## src/rtl/osc_spi_pkg.sv

```systemverilog
// Shared definitions for the DAC command-frame SPI link: frame geometry,
// command codes and the receiver state encoding.
package osc_spi_pkg;

  localparam int unsigned DEF_FRAME_BITS  = 24;
  localparam int unsigned DEF_CMD_BITS    = 8;
  localparam int unsigned DEF_SYNC_STAGES = 2;
  localparam int unsigned CNT_W           = 5;

  localparam logic [7:0] SEND_CHANNEL_A = 8'b00110001;

  typedef enum logic [1:0] {
    ST_IDLE  = 2'd0,
    ST_SHIFT = 2'd1,
    ST_CHECK = 2'd2
  } rx_state_e;

endpackage

```

## src/rtl/spi_frame_rx_if.sv

```systemverilog
// Holding-register bus between the SPI frame receiver (master) and its consumer.
interface spi_frame_rx_if
  import osc_spi_pkg::*;
#(
  parameter int unsigned CMD_W  = DEF_CMD_BITS,
  parameter int unsigned DATA_W = DEF_FRAME_BITS - DEF_CMD_BITS
);

  logic [CMD_W-1:0]  cmd_out;
  logic [DATA_W-1:0] data_out;
  logic              frame_valid;
  logic              frame_ack;
  logic              frame_error;
  logic              overrun;

  modport master (
    output cmd_out, data_out, frame_valid, frame_error, overrun,
    input  frame_ack
  );

  modport slave (
    input  cmd_out, data_out, frame_valid, frame_error, overrun,
    output frame_ack
  );

endinterface

```

## src/rtl/spi_input_sync.sv

```systemverilog
// Synchronizer for one asynchronous SPI pin plus a history register that
// yields the synchronized level and single-cycle rise/fall strobes.
module spi_input_sync #(
  parameter int unsigned STAGES = 2
) (
  input  logic clock_in,
  input  logic reset,
  input  logic pin_i,
  output logic level_o,
  output logic rise_c,
  output logic fall_c
);

  logic [STAGES-1:0] sync_q;
  logic              prev_q;

  always_ff @(posedge clock_in) begin
    if (reset) begin
      sync_q <= '0;
      prev_q <= 1'b0;
    end else begin
      sync_q <= {sync_q[STAGES-2:0], pin_i};
      prev_q <= sync_q[STAGES-1];
    end
  end

  assign level_o = sync_q[STAGES-1];
  assign rise_c  = sync_q[STAGES-1] & ~prev_q;
  assign fall_c  = ~sync_q[STAGES-1] & prev_q;

endmodule

```

## src/rtl/spi_frame_rx.sv

```systemverilog
// SPI slave receiver for command+data frames: oversampled pins, bit-count
// validation and a single-entry valid/ack holding register.
module spi_frame_rx
  import osc_spi_pkg::*;
#(
  parameter int unsigned FRAME_BITS  = DEF_FRAME_BITS,
  parameter int unsigned CMD_BITS    = DEF_CMD_BITS,
  parameter int unsigned SYNC_STAGES = DEF_SYNC_STAGES
) (
  input  logic                clock_in,
  input  logic                reset,
  input  logic                spi_cs_in,
  input  logic                spi_clock_in,
  input  logic                spi_data_in,
  spi_frame_rx_if.master      bus
);

  localparam int unsigned DATA_BITS = FRAME_BITS - CMD_BITS;
  localparam logic [CNT_W-1:0] CNT_MAX  = '1;
  localparam logic [CNT_W-1:0] CNT_GOOD = CNT_W'(FRAME_BITS);

  logic cs_level, cs_rise, cs_fall;
  logic sclk_level, sclk_rise, sclk_fall;
  logic data_level, data_rise, data_fall;
  logic unused_edges_c;

  spi_input_sync #(.STAGES(SYNC_STAGES)) u_cs (
    .clock_in(clock_in), .reset(reset), .pin_i(spi_cs_in),
    .level_o(cs_level), .rise_c(cs_rise), .fall_c(cs_fall)
  );

  spi_input_sync #(.STAGES(SYNC_STAGES)) u_sclk (
    .clock_in(clock_in), .reset(reset), .pin_i(spi_clock_in),
    .level_o(sclk_level), .rise_c(sclk_rise), .fall_c(sclk_fall)
  );

  spi_input_sync #(.STAGES(SYNC_STAGES)) u_data (
    .clock_in(clock_in), .reset(reset), .pin_i(spi_data_in),
    .level_o(data_level), .rise_c(data_rise), .fall_c(data_fall)
  );

  assign unused_edges_c = ^{cs_level, sclk_level, sclk_fall, data_rise, data_fall};

  rx_state_e             state_q, state_d;
  logic [CNT_W-1:0]      cnt_q, cnt_d;
  logic [FRAME_BITS-1:0] shift_q, shift_d;
  logic [CMD_BITS-1:0]   cmd_q, cmd_d;
  logic [DATA_BITS-1:0]  data_q, data_d;
  logic                  valid_q, valid_d;
  logic                  error_q, error_d;
  logic                  overrun_q, overrun_d;
  logic                  slot_free;

  always_ff @(posedge clock_in) begin
    if (reset) begin
      state_q   <= ST_IDLE;
      cnt_q     <= '0;
      shift_q   <= '0;
      cmd_q     <= '0;
      data_q    <= '0;
      valid_q   <= 1'b0;
      error_q   <= 1'b0;
      overrun_q <= 1'b0;
    end else begin
      state_q   <= state_d;
      cnt_q     <= cnt_d;
      shift_q   <= shift_d;
      cmd_q     <= cmd_d;
      data_q    <= data_d;
      valid_q   <= valid_d;
      error_q   <= error_d;
      overrun_q <= overrun_d;
    end
  end

  // An ack in the completion cycle frees the slot for the arriving frame.
  always_comb begin
    state_d   = state_q;
    cnt_d     = cnt_q;
    shift_d   = shift_q;
    cmd_d     = cmd_q;
    data_d    = data_q;
    valid_d   = valid_q & ~bus.frame_ack;
    error_d   = 1'b0;
    overrun_d = 1'b0;
    slot_free = ~valid_q | bus.frame_ack;

    case (state_q)
      ST_IDLE: begin
        cnt_d   = '0;
        shift_d = '0;
        if (cs_fall) state_d = ST_SHIFT;
      end
      ST_SHIFT: begin
        if (sclk_rise) begin
          shift_d = {shift_q[FRAME_BITS-2:0], data_level};
          cnt_d   = (cnt_q == CNT_MAX) ? cnt_q : cnt_q + CNT_W'(1);
        end
        if (cs_rise) state_d = ST_CHECK;
      end
      ST_CHECK: begin
        state_d = ST_IDLE;
        if (cnt_q != CNT_GOOD) begin
          error_d = 1'b1;
        end else if (slot_free) begin
          cmd_d   = shift_q[FRAME_BITS-1 -: CMD_BITS];
          data_d  = shift_q[DATA_BITS-1:0];
          valid_d = 1'b1;
        end else begin
          overrun_d = 1'b1;
        end
      end
      default: state_d = ST_IDLE;
    endcase
  end

  assign bus.cmd_out     = cmd_q;
  assign bus.data_out    = data_q;
  assign bus.frame_valid = valid_q;
  assign bus.frame_error = error_q;
  assign bus.overrun     = overrun_q;

endmodule

```

## src/flat_wrapper.sv

```systemverilog
// flat-port wrapper written by rule: the top's interface ports become plain ports
module spi_frame_rx_flat import osc_spi_pkg::*;
#(
  parameter int unsigned FRAME_BITS  = DEF_FRAME_BITS,
  parameter int unsigned CMD_BITS    = DEF_CMD_BITS,
  parameter int unsigned SYNC_STAGES = DEF_SYNC_STAGES
)
  (clock_in, reset, spi_cs_in, spi_clock_in, spi_data_in, bus_cmd_out, bus_data_out, bus_frame_valid, bus_frame_error, bus_overrun, bus_frame_ack);
  spi_frame_rx_if #(.CMD_W(8), .DATA_W(16)) bus_i ();
  input  logic clock_in;
  input  logic reset;
  input  logic spi_cs_in;
  input  logic spi_clock_in;
  input  logic spi_data_in;
  output wire logic [$bits(bus_i.cmd_out)-1:0] bus_cmd_out;
  output wire logic [$bits(bus_i.data_out)-1:0] bus_data_out;
  output wire logic [$bits(bus_i.frame_valid)-1:0] bus_frame_valid;
  output wire logic [$bits(bus_i.frame_error)-1:0] bus_frame_error;
  output wire logic [$bits(bus_i.overrun)-1:0] bus_overrun;
  input wire logic [$bits(bus_i.frame_ack)-1:0] bus_frame_ack;
  assign bus_cmd_out = bus_i.cmd_out;
  assign bus_data_out = bus_i.data_out;
  assign bus_frame_valid = bus_i.frame_valid;
  assign bus_frame_error = bus_i.frame_error;
  assign bus_overrun = bus_i.overrun;
  assign bus_i.frame_ack = bus_frame_ack;
  spi_frame_rx #(.FRAME_BITS(FRAME_BITS), .CMD_BITS(CMD_BITS), .SYNC_STAGES(SYNC_STAGES)) u_core (.clock_in(clock_in), .reset(reset), .spi_cs_in(spi_cs_in), .spi_clock_in(spi_clock_in), .spi_data_in(spi_data_in), .bus(bus_i));
endmodule
```

## config.mk

```make
export PLATFORM = sky130hd
export DESIGN_NAME = spi_frame_rx_flat
export DESIGN_NICKNAME = d
export VERILOG_FILES = /design/src/rtl/osc_spi_pkg.sv /design/src/rtl/spi_frame_rx_if.sv /design/src/rtl/spi_input_sync.sv /design/src/rtl/spi_frame_rx.sv /design/src/flat_wrapper.sv
export SDC_FILE = /design/constraint.sdc
export NUM_CORES = 1
export LEC_CHECK = 0
export ABC_AREA = 1
export CORE_ASPECT_RATIO = 0.8
export CORE_MARGIN = 4
export CORE_UTILIZATION = 54
export DETAILED_ROUTE_END_ITERATION = 8
export PLACE_DENSITY = 0.78
export SLEW_MARGIN = 20
export SYNTH_ARGS = -nofsm -noshare
export SYNTH_HDL_FRONTEND = slang
export SYNTH_SLANG_ARGS = --single-unit
```

## constraint.sdc

```tcl
create_clock -name clock_in -period 1.6 [get_ports clock_in]
set_clock_uncertainty 0.05 [all_clocks]
set_input_delay 0.48 -clock clock_in [delete_from_list [all_inputs] [get_ports clock_in]]
set_output_delay 0.48 -clock clock_in [all_outputs]
set_load 0.02 [all_outputs]
```

[Word level (Yosys, flattened, before mapping)]
Cells that the tools add are included.
Cells by class
  add/subtract/negate cells: 1
  eq/ne operators: 8
  mux-type cells: 13
  bitwise operators: 12
  reduce and logical (&&, ||, !) cells: 8
Operator list (count)
  24-bit case mux with 2 select lines: 1
  24-bit two-way mux: 1
  5-bit two-way mux: 2
  5-bit case mux with 2 select lines: 1
  1-bit NOT: 7
  2-bit by 1-bit != test with 1-bit output, second input constant: 3
  3-bit AND reduction: 2
  5-bit by 1-bit adder with 5-bit output, second input constant: 1
  5-bit equality test, second input constant: 1
  1-bit two-way mux: 5
  5-bit != test, second input constant: 1
  1-bit bitwise AND: 4
  2-bit two-way mux: 2
  2-bit case mux with 2 select lines: 1
  2-bit AND reduction: 2
  3-bit OR reduction: 1
  2-bit by 1-bit equality test with 1-bit output, second input constant: 1
  2-bit equality test, second input constant: 1
  2-bit zero test: 1
  2-bit != test, second input constant: 1
  2-bit nonzero test: 1
  2-bit OR reduction: 1
  1-bit OR: 1
Storage, ports and cells
  register bits after elaboration: 66
  input bits: 6
  logic and storage cells: 55

[Depth between registers and ports, before layout]
Gate-level depths: netlist of the first run.
  word-level depth: 5
  depth in mapped cells: 10
  depth with buffers taken out: 10

[Hierarchy]
From an unflattened synthesis of the first run, not the netlist that was laid out.
Unflattened totals
  cells, all modules: 374
  area total of the unflattened synthesis: 2817.7 um^2
By module, submodules not included
  spi_frame_rx: instances 1, cells an instance 338, area an instance 2536.2 um^2
  spi_input_sync: instances 3, cells an instance 12, area an instance 93.8 um^2

[Worst setup path after synthesis of the first run]
Ideal clock, no wire load.
  path type: register -> register
  start point: register u_core.cnt_q[0]
  end point: register u_core.cnt_q[1]
  data arrival time: 1.290 ns
  data required time: 1.476 ns
  path slack: 0.185 ns
  cell stages (with the launch flop): 9
  clock period less this slack: 1.415 ns
  cell sequence: dfxtp_1 > ha_1 > inv_1 > nor3_1 > ha_1 > nand3_1 > nand3_1 > nand2_1 > o21ai_0
Between the ends
  word-level cells in the longest chain between the ends: 4
  elaborated cells on any way between the ends: 7
  those cells by class: add/sub (1); eq/ne (2); mux (3); reduce/logical (1)
RTL lines
  start: declaration: RTL line spi_frame_rx.sv:45  | logic [CNT_W-1:0] cnt_q, cnt_d;
  start signal: assignment: RTL line spi_frame_rx.sv:66  | cnt_q <= cnt_d;
  5-bit by 1-bit adder with 5-bit output: RTL line spi_frame_rx.sv:97  | cnt_d = (cnt_q == CNT_MAX) ? cnt_q : cnt_q + CNT_W'(1);
  5-bit two-way mux: RTL line spi_frame_rx.sv:97
  5-bit two-way mux: RTL line spi_frame_rx.sv:95  | if (sclk_rise) begin
  5-bit case mux with 2 select lines: RTL line spi_frame_rx.sv:88  | case (state_q)
Parallel ways exist; a longest one is shown, timed or not. The select of a mux whose other input is x is not followed.
A chain may end at the register's enable or synchronous reset.

[Worst setup path in the final report of the first run]
  start point: register u_core.data_q[12], in the netlist u_core.bus.data_out[12]
  end point: output port bus_data_out[12]
RTL lines
  start: declaration: RTL line spi_frame_rx.sv:48  | logic [DATA_BITS-1:0] data_q, data_d;
  start signal: assignment: RTL line spi_frame_rx.sv:69  | data_q <= data_d;
  end: declaration: RTL line flat_wrapper.sv:16  | output wire logic [$bits(bus_i.data_out)-1:0] bus_data_out;
No word-level cell between the ends.

==> flow_metrics.tcl, run 1 <==
set metrics [dict create \
    swShare_pct 21.5 \
    p_switching_uw 681 \
    fmax_ghz 0.635 \
    clock_path_buffers 2 \
    post-route-util_pct 71.9 \
    cellLeakagePower_uw 0.00163 \
    synth.distinct_cells 21 \
    cp_max_fo 2 \
    wl_um 5570 \
    hold_class "flop to flop" \
    dieArea_mm2 0.00590 \
    maxCapViolCount 0 \
    die_w_um 84.9 \
    fp.dieH_um 69.5 \
    crit_chain "dlygate4sd2_1" \
    drive_gt1_share_pct 12.3 \
    drcViolationCount 0 \
    cts_inserted_buffers 9 \
    power_frac_comb_pct 2.6 \
    finalInstanceArea_mm2 0.00329 \
    end_kind "output port" \
    final_nets 409 \
    ff2ff_path_depth 8 \
    setup_tns_ns 0 \
    final_common_cell "nand2_1" \
    rows 22 \
    crit_type "flop to output port" \
    antenna_found_initial 0 \
    yosys_register_bits 66 \
    cp.depth 1 \
    hold_violations 0 \
    cts_root_buffer "clkbuf_8" \
    hold_path_depth 2 \
    drtIter0Drc 141 \
    finalCritPeriodShare_pct 98.4 \
    syn-mean-instance-area_um2 7.22 \
    track_usage_pct 17.5 \
    dp_hpwl_um 3090 \
    pwr-share-clk_pct 45.1 \
    ant_nets 0 \
    htreeDepth 3 \
    p_per_area_mw_per_mm2 964 \
    synthesis.area_mm2 0.00255 \
    num_vias 2199 \
    gp_congestion 0.815 \
    period_minus_slack_ns 1.57 \
    grt_pass1_vias 1924 \
    cp-start-kind "flop" \
    cp.required_ns 1.07 \
    start_util_pct 55.9 \
    clock_sinks 66 \
    vias_per_cell 4.73 \
    dp.cells 443 \
    drv_slew 0 \
    peakVddDrop_mv 0.702 \
    placed_area_mm2 0.00296 \
    wl_per_cell_um 12.0 \
    cpLargestDelayFamily "buffers and inverters" \
    io_pins 33 \
    core-area_mm2 0.00457 \
    p_total_uw 3170 \
    max_slew.worst_pin.slew_ns 0.450 \
    gr-total-overflow 0 \
    outcome "completed" \
    syn_inst 354 \
    internal_power_uw 2490 \
    seqPwrFrac_pct 52.3 \
    slowest_delay_ns 0.36 \
    clk_latency_ns 0.34 \
    grt_pass1_wl_um 8200 \
    ys_seq_area_share_pct 51.7 \
    layoutNonFillerInstCount 465 \
    grt_max_degree 49 \
    clk_pin_slew_ns 0.07 \
    finalSetupViolations 0 \
    synth_warnings 0 \
    antenna_cells 0 \
    slowest_stage "dlygate4sd2_1" \
    syn-num-nets 363 \
    portBuffers 32 \
    crit_arrival_ns 1.04 \
    drt_pass1_iterations 5 \
    crit_buf_inv 1 \
    area_growth_pct 28.6 \
    cts_tree "yes" \
    final_cell_mix "nand2_1 (111), dfxtp_1 (64), nor2_1 (62)" \
    slew-limit-headroom_pct 69.9 \
]
worst min-delay path, delay by kind of cell, from the launching register on:
kind	cells	cell delay, ns
flip-flops	1	0.30
buffers and inverters	1	0.04
AND/OR/NAND/NOR	1	0.03
kinds of logic (layout without fill, tap and decap cells):
logic type	Yosys count	in the layout	share of synthesized area [%]
AO/OA/AOI/OAI	29	29	5.78
adder cells (fa/ha/maj)	3	3	1.47
buffers and inverters	62	113	10.8
flip-flops	66	66	51.7
AND/OR/NAND/NOR	194	194	30.2
layout make-up:
type	count	area (um^2)
clock inverter	4	50.0
timing repair buffer	51	500
sequential	66	1320
multi-input combinational	226	1010
fill	377	1280
clock buffer	12	155
tap	60	75.1
inverter	46	175
cell usage after synthesis:
master	count	share of area, %
a21oi_1	26	5.1
buf_1	2	0.29
buf_2	5	0.98
buf_6	5	2.2
clkbuf_1	4	0.59
dfxtp_1	66	52
ha_1	3	1.5
inv_1	44	6.5
inv_2	2	0.29
nand2_1	112	16
nand2_2	2	0.49
nand3_1	8	1.6
nand3_2	1	0.39
nand4_1	2	0.49
nor2_1	62	9.1
nor2_2	1	0.25
nor2_4	1	0.44
nor3_1	4	0.78
nor4_1	1	0.25
o21ai_0	2	0.39
o21bai_1	1	0.29
state kept, by name (all words and copies together), names as in the netlist:
signal,flops
u_core.state_q,2
u_core.shift_q,24
u_core.u_sclk.prev_q,1
u_core.u_cs.sync_q,2
u_core.u_cs.prev_q,1
u_core.u_sclk.sync_q,2
u_core.bus.data_out,16
u_core.bus.cmd_out,8
u_core.bus.frame_error,1
u_core.bus.frame_valid,1
u_core.bus.overrun,1
u_core.cnt_q,5
u_core.u_data.sync_q,2
power by group through the flow:
stage               logic (uW)  registers [uW]  clock network, uW
floorplan                 45.1            1690                  0
global placement          78.2            1690                  0
detailed placement        78.9            1690                  0
CTS                       79.0            1660               1450
global route              91.6            1660               1530
finish                    82.9            1660               1430
what timing repair did:
| item | 4_1_cts | 5_1_grt |
|---|---|---|
| hold buffers | 0 | 0 |
| resized for setup | 27 | 16 |
| setup buffers | 0 | 2 |
| setup endpoints to repair | 27 | 28 |
| endpoints found under the hold margin | 0 | 0 |
| gates cloned | 0 | 4 |
| pin swaps | 0 | 5 |
routing by layer:
layer / GRT usage (%) / vias to the layer above / part of all wire, %
met2: 26.9 / 64 / 47
met3: 7.01 / 7 / 7.7
li1: - / 1157 / -
met5: 0 / - / 0
met1: 21.1 / 971 / 44
met4: 8.61 / 0 / 0.99
final timing paths:
kind	start	end	slack, ns
setup / recovery	u_core.bus.data_out[12]	bus_data_out[12]	0.03
hold / removal	u_core.u_sclk.sync_q[0]	u_core.u_sclk.sync_q[1]	0.36
setup reg to reg	u_core.cnt_q[1]	u_core.cnt_q[1]	0.03
hold reg to reg	u_core.u_sclk.sync_q[0]	u_core.u_sclk.sync_q[1]	0.36
metrics by stage:
step	worst slack [ns]	hold slack [ns]
global route	-0.147	0.374
CTS	0.0106	0.362
detailed placement	-0.0905	0.351
finish	0.0261	0.357
floorplan	0.185	0.338
global placement	-0.0728	0.346
Note: power is estimated with default switching activity, not from simulation.
==> run 2: changes to the inputs <==
--- a/config.mk
+++ b/config.mk
@@ -8,9 +8,10 @@
 export ABC_AREA = 1
 export CORE_ASPECT_RATIO = 0.8
 export CORE_MARGIN = 4
-export CORE_UTILIZATION = 54
+export CORE_UTILIZATION = 51
 export DETAILED_ROUTE_END_ITERATION = 8
-export PLACE_DENSITY = 0.78
+export GPL_ROUTABILITY_DRIVEN = 0
+export PLACE_DENSITY = 0.75
 export SLEW_MARGIN = 20
 export SYNTH_ARGS = -nofsm -noshare
 export SYNTH_HDL_FRONTEND = slang
==> flow_metrics.tcl, run 2 (synthesis results as in run 1) <==
set metrics [dict create \
    outcome "completed" \
    core-area_mm2 0.00471 \
    placed_area_mm2 0.00296 \
    final_cell_mix "nand2_1 (110), dfxtp_1 (64), nor2_1 (60)" \
    hold_violations 0 \
    die_w_um 87.1 \
    finalSetupViolations 0 \
    cp-start-kind "flop" \
    timing.rr.start "u_core.cnt_q[0]" \
    multiInputGateArea_mm2 0.00105 \
    num_vias 2174 \
    antenna_cells 0 \
    io_pins 33 \
    htreeDepth 3 \
    maxCapViolCount 0 \
    cpLargestDelayFamily "flip-flops" \
    slowest_delay_ns 0.34 \
    hold_buffers 0 \
    worstHoldEndpoint "u_core.u_sclk.sync_q[1]" \
    ff2ff_path_depth 9 \
    antenna_found_initial 0 \
    hp-start "u_core.u_sclk.sync_q[0]" \
    fp.dieH_um 71.3 \
    max_slew.worst_pin.slew_ns 0.347 \
    crit_arrival_ns 1.01 \
    drcViolationCount 0 \
    clock_path_buffers 2 \
    clk_latency_ns 0.34 \
    post-route-util_pct 70.6 \
    p_per_area_mw_per_mm2 997 \
    slew-limit-headroom_pct 76.7 \
    portBuffers 32 \
    top_register "u_core.shift_q" \
    cts_root_buffer "clkbuf_8" \
    grt_max_degree 31 \
    largest_register_ff_count 24 \
    r2r-end "u_core.bus.data_out[5]" \
    ff2ff_setup_slack_ns 0.07 \
    grt_pass1_vias 1924 \
    cp_max_fo 2 \
    finalCritPeriodShare_pct 96.1 \
    fmax_ghz 0.650 \
    drv_slew 0 \
    period_minus_slack_ns 1.54 \
    hold_class "flop to flop" \
    drtIter0Drc 125 \
    wl_per_cell_um 11.6 \
    vias_per_cell 4.71 \
    hold_slack_ns 0.351 \
    end_kind "output port" \
    drive_gt1_share_pct 13.2 \
    drt_pass1_iterations 4 \
    crit_chain "dlygate4sd2_1" \
    regArea_mm2 0.00133 \
    area_growth_pct 30.1 \
    track_usage_pct 17.3 \
    gr-total-overflow 0 \
    crit_type "flop to output port" \
    slowest_stage "dfxtp_1" \
    fillerInstances 388 \
    dieArea_mm2 0.00621 \
    worst_slack_ns 0.0622 \
    final_nets 406 \
    cts_inserted_buffers 9 \
    crit_buf_inv 1 \
    rows 22 \
    hold_path_depth 2 \
    cellLeakagePower_uw 0.00165 \
    ant_nets 0 \
    pre_cts_slack_ns -0.137 \
    grt_pass1_wl_um 8490 \
    cts_tree "yes" \
    clk_pin_slew_ns 0.07 \
    peakVddDrop_mv 0.970 \
    dp_hpwl_um 3150 \
    start_util_pct 54.3 \
    wl_um 5340 \
    cp.required_ns 1.07 \
    finalInstanceArea_mm2 0.00332 \
    final_common_cell "nand2_1" \
    clock_sinks 66 \
]
-- run 2: area by class of cell --
type,count,area share (%)
well taps,60,2.26
clock inverters,4,2.22
multi-input cells,226,31.7
flip-flops and latches,66,39.9
clock buffers,12,4.67
inverters,46,5.27
repair buffers,48,14.0
-- run 2: per-layer routing --
metal | track usage [%] | share of wire (%)
met1 | 22.5 | 48
met2 | 25.8 | 45
met3 | 8.28 | 6.3
met4 | 4.94 | 0.79
met5 | 0 | 0
-- run 2: per-stage QoR --
step	cells	setup TNS, ns	total power [uW]
2_1_floorplan	354	0	1740
3_3_place_gp	443	-2.23	1770
3_5_place_dp	443	-2.74	1770
4_1_cts	459	0	3330
5_1_grt	462	-0.0371	3420
6_report	462	0	3310
-- run 2: worst min-delay path, stage by stage, from the launching register on --
cell	delay [ns]
dfxtp_1	0.30
inv_1	0.04
nor2_1	0.03
-- run 2: how the worst max path moves through the flow --
stage | end | startpoint | cells past startpoint
detailed placement | u_core.bus.cmd_out[1] | bus_frame_ack | 8
CTS | u_core.cnt_q[1] | u_core.cnt_q[1] | 8
global placement | u_core.bus.data_out[3] | bus_frame_ack | 7
floorplan | u_core.cnt_q[1] | u_core.cnt_q[0] | 8
global route | u_core.cnt_q[2] | u_core.cnt_q[1] | 10
finish | bus_data_out[5] | u_core.bus.data_out[5] | 1
-- run 2: what timing repair did --
action / CTS / global route
endpoints found under the setup margin: 31 / 31
resized for setup: 30 / 28
hold endpoints to repair: 0 / 0
setup buffers: 0 / 1
gates cloned: 0 / 2
pin swaps: 1 / 10
-- run 2: where the power goes --
part	switching, uW	leakage [uW]	internal [uW]	total (uW)
clock	613	0.000117	963	1580
combinational	51.0	0.000999	31.6	82.6
sequential	4.68	0.000534	1650	1650
